--- src/rtl/vga_scan_gen.sv ---
`default_nettype none
// ============================================================================
// Module   : vga_scan_gen
// Purpose  : 640x480 VGA raster generator with multiplier-free scaled
//            tile-source coordinates and index-ROM address.
// Revision : 1.0 - initial release
// ============================================================================
module vga_scan_gen #(
   parameter int H_ACTIVE = 640,
   parameter int H_FP     = 16,
   parameter int H_SYNC   = 96,
   parameter int H_BP     = 48,
   parameter int V_ACTIVE = 480,
   parameter int V_FP     = 10,
   parameter int V_SYNC   = 2,
   parameter int V_BP     = 33,
   parameter int TILE_W   = 48,
   parameter int TILE_H   = 64
) (
   input  logic        vga_clk,
   input  logic        reset_n,
   output logic [9:0]  DrawX,
   output logic [9:0]  DrawY,
   output logic        hs,
   output logic        vs,
   output logic        blank,
   output logic        sync,
   output logic        line_start,
   output logic        frame_start,
   output logic [5:0]  src_col,
   output logic [6:0]  src_row,
   output logic [12:0] src_addr
);

   localparam logic [9:0]  c_H_LAST   = 10'(H_ACTIVE + H_FP + H_SYNC + H_BP - 1);
   localparam logic [9:0]  c_V_LAST   = 10'(V_ACTIVE + V_FP + V_SYNC + V_BP - 1);
   localparam logic [9:0]  c_HS_BEG   = 10'(H_ACTIVE + H_FP);
   localparam logic [9:0]  c_HS_END   = 10'(H_ACTIVE + H_FP + H_SYNC);
   localparam logic [9:0]  c_VS_BEG   = 10'(V_ACTIVE + V_FP);
   localparam logic [9:0]  c_VS_END   = 10'(V_ACTIVE + V_FP + V_SYNC);
   localparam logic [9:0]  c_HA       = 10'(H_ACTIVE);
   localparam logic [9:0]  c_VA       = 10'(V_ACTIVE);
   localparam logic [9:0]  c_TW10     = 10'(TILE_W);
   localparam logic [9:0]  c_TH10     = 10'(TILE_H);
   localparam logic [12:0] c_TW13     = 13'(TILE_W);

   // r_run is low for the first edge after reset so that edge presents (0,0)
   logic        r_run;
   logic [9:0]  r_rx;
   logic [5:0]  r_col;
   logic [9:0]  r_ry;
   logic [6:0]  r_row;
   logic [12:0] r_base;

   logic [9:0]  w_nx;
   logic [9:0]  w_ny;
   logic [9:0]  w_rx_sum;
   logic [9:0]  w_rx_nx;
   logic [5:0]  w_col_nx;
   logic [9:0]  w_ry_sum;
   logic [9:0]  w_ry_nx;
   logic [6:0]  w_row_nx;
   logic [12:0] w_base_nx;
   logic        w_vis;

   always_comb begin
      w_nx = '0;
      w_ny = '0;
      if (r_run) begin
         if (DrawX == c_H_LAST) begin
            w_nx = '0;
            w_ny = (DrawY == c_V_LAST) ? 10'd0 : DrawY + 10'd1;
         end else begin
            w_nx = DrawX + 10'd1;
            w_ny = DrawY;
         end
      end

      w_rx_sum = r_rx + c_TW10;
      w_rx_nx  = '0;
      w_col_nx = '0;
      if ((w_nx != 10'd0) && (w_nx < c_HA)) begin
         if (w_rx_sum >= c_HA) begin
            w_rx_nx  = w_rx_sum - c_HA;
            w_col_nx = r_col + 6'd1;
         end else begin
            w_rx_nx  = w_rx_sum;
            w_col_nx = r_col;
         end
      end

      // Row state only moves on the first pixel of a line
      w_ry_sum  = r_ry + c_TH10;
      w_ry_nx   = r_ry;
      w_row_nx  = r_row;
      w_base_nx = r_base;
      if (w_nx == 10'd0) begin
         if ((w_ny == 10'd0) || (w_ny >= c_VA)) begin
            w_ry_nx   = '0;
            w_row_nx  = '0;
            w_base_nx = '0;
         end else if (w_ry_sum >= c_VA) begin
            w_ry_nx   = w_ry_sum - c_VA;
            w_row_nx  = r_row + 7'd1;
            w_base_nx = r_base + c_TW13;
         end else begin
            w_ry_nx   = w_ry_sum;
         end
      end

      w_vis = (w_nx < c_HA) && (w_ny < c_VA);
   end

   always_ff @(posedge vga_clk) begin
      if (!reset_n) begin
         r_run       <= 1'b0;
         r_rx        <= '0;
         r_col       <= '0;
         r_ry        <= '0;
         r_row       <= '0;
         r_base      <= '0;
         DrawX       <= '0;
         DrawY       <= '0;
         hs          <= 1'b1;
         vs          <= 1'b1;
         blank       <= 1'b0;
         line_start  <= 1'b0;
         frame_start <= 1'b0;
         src_col     <= '0;
         src_row     <= '0;
         src_addr    <= '0;
      end else begin
         r_run       <= 1'b1;
         r_rx        <= w_rx_nx;
         r_col       <= w_col_nx;
         r_ry        <= w_ry_nx;
         r_row       <= w_row_nx;
         r_base      <= w_base_nx;
         DrawX       <= w_nx;
         DrawY       <= w_ny;
         hs          <= !((w_nx >= c_HS_BEG) && (w_nx < c_HS_END));
         vs          <= !((w_ny >= c_VS_BEG) && (w_ny < c_VS_END));
         blank       <= w_vis;
         line_start  <= (w_nx == 10'd0);
         frame_start <= (w_nx == 10'd0) && (w_ny == 10'd0);
         src_col     <= w_vis ? w_col_nx : 6'd0;
         src_row     <= w_vis ? w_row_nx : 7'd0;
         src_addr    <= w_vis ? (w_base_nx + {7'd0, w_col_nx}) : 13'd0;
      end
   end

   assign sync = 1'b0;

endmodule
`default_nettype wire

--- config.mk ---
export PLATFORM = sky130hd
export DESIGN_NAME = vga_scan_gen
export DESIGN_NICKNAME = d
export VERILOG_FILES = /design/src/rtl/vga_scan_gen.sv
export SDC_FILE = /design/constraint.sdc
export NUM_CORES = 1
export LEC_CHECK = 0
export BUFFER_PORTS_ARGS = -buffer_cell sky130_fd_sc_hd__buf_2
export CORE_MARGIN = 2
export CORE_UTILIZATION = 25
export CTS_CLUSTER_SIZE = 8
export DETAILED_ROUTE_END_ITERATION = 8
export PLACE_DENSITY = 0.42
export SYNTH_ARGS = -nofsm -noshare
export SYNTH_HDL_FRONTEND = slang
export SYNTH_SLANG_ARGS = --single-unit
--- constraint.sdc ---
create_clock -name vga_clk -period 6.2 [get_ports vga_clk]
set_input_delay 0.31 -clock vga_clk [delete_from_list [all_inputs] [get_ports vga_clk]]
set_output_delay 0.31 -clock vga_clk [all_outputs]
set_load 0.005 [all_outputs]
==> impl_metrics.csv <==
group,metric,value,unit
timing,fmax,198,MHz
timing,fin_crit_sh,0.813,
route,vias,3694,
power,max-vdd-ir-drop,0.129,mV
synthesis,synthesis.nets,538,
die,die-area,18900,um^2
cts,cts_sinks,89,
timing,finalHoldViolations,0,
synthesis,ys_types,70,
power,total_power,0.00117,W
synthesis,synth_area_leader_cell,"dfxtp_1",
placed_design,gp_congestion,0.881,
placed_design,io_buffers,52,
synthesis,yosysTopAreaCellShare,0.400,
synthesis,synth-edff-count,0,
placed_design,placed_area,4890,um^2
die,coreArea,17400,um^2
cts,clkTransAtPathRegs,0.07,ns
critical_path,reg2reg_depth,17,
global_routing,grt_max_degree,20,
die,core.rowCount,48,
route,drc,0,
run_status,status,"completed",
timing,finalSetupViolations,0,
critical_path,required,6.48,ns
min_path,worstHoldStart,"reset_n",
min_path,worstHoldEndpoint,"r_run",
cts,cts_tree,"yes",
synthesis,synthFlopType,"dfxtp_1",
synthesis,yosys_warnings,0,
global_routing,grt_pass1_vias,3549,
critical_path,worstReg2RegEnd,"src_addr[12]",
synthesis,syn_area,4460,um^2
min_path,min_path_cells,1,
die,io_pins,54,
synthesis,synth-seq-cells,89,
timing,final.setup_skew,0.00673,ns
critical_path,critPathMaxFanout,19,
critical_path,crit_arrival,5.32,ns
route,wirelength,11200,um
timing,layout_setup_ws,1.16,ns
synthesis,synth_area_leaders,"dfxtp_1, nor2_1, xnor2_1",
synthesis,synthCells,518,
route,drt_iter0_markers,157,
global_routing,grt_pass1_wl,18000,um
die,fp.dieH,138,um
die,die-width,138,um
route,avgRoutedWirePerCell,14.1,um
critical_path,path_class,"reg -> reg",
timing,finalSetupTns,0,ns
timing,slew_violations,0,
min_path,holdCritPathClass,"in -> reg",
route,drt-pass1-iter-count,4,
critical_path,timing.rr.start,"DrawX[1]",
placed_design,place_hpwl,8140,um
layout,drive_gt1_frac,0.163,
die,start_util,0.257,
flow_run,drv_cap,0,
global_routing,grt_antenna_before_repair,0,
layout,final_cells,791,
critical_path,rrSetupSlack,1.16,ns
synthesis,ys_seq_area_frac,0.400,
power,powerDensity,225,nW/um^2
route,viasPerCell,4.67,
cts,htree_levels,3,
cts,cts_resized,0,
timing,relSlewSlack,0.408,
critical_path,crit_path_start_kind,"register",
cts,clock_path_buffers,2,
global_routing,grt_usage,0.124,
global_routing,grt-ovfl-total,0,
cts,cts_buffers,9,
timing,rsz0062_at_grt,"false",
cts,hold_buffers,0,
placed_design,place_ws,1.16,ns
cts,post-cts-setup-buffers,0,
route,antenna_left,0,
synthesis,syn_avg_cell_area,8.61,um^2
placed_design,dp_cells,775,
layout,syn_to_final_growth,16.5,%
timing,tightest_slew,0.887,ns
layout,antennaDiodeCount,0,
timing,min_period,5.04,ns
synthesis,synthArstFlopShare,0,
layout,nets,581,
cts,clock_insertion_delay_worst_skew,0.35,ns
layout,final_cell_area,5190,um^2
cts,cts_root_buf,"clkbuf_16",
power,p_leak,1.90,nW
critical_path,critPathCaptureType,"register",
==> flip-flops by register name (all words and copies together), names as in the netlist, 7 cells and up <==
name      flops
src_row       7
r_row         7
DrawX        10
r_base       13
DrawY        10
src_addr     13
==> worst max path at each step <==
stage,start,to
after CTS,DrawX[1],src_addr[12]
final,DrawX[1],src_addr[12]
after floorplan,DrawX[0],src_addr[12]
after global placement,DrawX[0],src_addr[12]
after detailed placement,DrawX[0],src_addr[12]
after global routing,DrawX[0],src_addr[12]
==> cell usage after synthesis (7+ instances only) <==
master	n
a21oi_1	14
buf_2	7
clkbuf_1	9
dfxtp_1	89
ha_1	17
inv_1	25
mux2i_1	7
nand2_1	37
nand3_1	15
nand4_1	16
nor2_1	88
nor3_1	25
nor4_1	11
o21ai_0	14
xnor2_1	26
xor2_1	20
==> cell usage in the layout, fill, tap and decap left out, types with 4 or more instances in the layout <==
master / count
dfxtp_1: 89
nor2_1: 88
buf_2: 52
nand2_1: 37
xnor2_1: 26
inv_1: 25
nor3_1: 25
xor2_1: 20
ha_1: 17
nand4_1: 16
nand3_1: 15
o21ai_0: 14
a21oi_1: 14
nor4_1: 11
clkbuf_16: 9
mux2i_1: 7
and2_1: 5
nor2b_1: 5
o21a_1: 4
a31oi_1: 4
nand4b_1: 4
o31a_1: 4
or3_1: 4
==> per-stage QoR <==
step                hold slack (ns)   util
floorplan                     0.338      -
global route                  0.215  0.299
global placement              0.424  0.282
finish                        0.216  0.299
detailed placement            0.428  0.282
CTS                           0.200  0.299
==> power breakdown <==
part	internal, W	switching (W)	leakage [nW]
combinational	0.00000833	0.0000273	1.04
sequential	0.000575	0.00000304	0.719
clock	0.000324	0.000233	0.149
total	0.000907	0.000263	1.90
==> area by class of cell <==
type                       instances  area, um^2
timing repair buffer              53         268
multi-input combinational        383        2460
clock inverter                     6        65.1
inverter                          25        93.8
clock buffer                      10         239
sequential                        89        1780
fill                            1879       12200
tap                              225         282
==> critical path, cell delays in order (launching register included) <==
cell,delay [ns]
dfxtp_1,0.42
ha_1,0.39
nand4_4,0.21
nor3_4,0.42
and4_2,0.30
o211ai_1,0.08
a2111o_1,0.48
a21oi_2,0.70
nor2_1,0.09
ha_1,0.34
nor2b_1,0.17
o21ai_0,0.11
a21boi_0,0.25
o21ai_0,0.16
a21boi_0,0.18
o221ai_1,0.18
nor4_1,0.27
mux2i_1,0.21
==> cells by family (layout without fill, tap and decap cells) <==
group	Yosys count	after routing	share of synthesized area
DFF	89	89	0.400
buffers and inverters	46	94	0.0474
AOI/OAI and AO/OA	74	74	0.119
other	1	1	0.000841
muxes	7	7	0.0157
adders and majority gates	18	18	0.0522
and+or+nand+nor	237	237	0.274
xor gates and xnor gates	46	46	0.0904
==> routing by layer <==
layer / track usage / wire length (um)
met4: 0.0527 / 176
met3: 0.0302 / 441
met5: 0 / 0
met1: 0.160 / 5530
met2: 0.195 / 5040
Note: power is estimated with default switching activity, not from simulation.
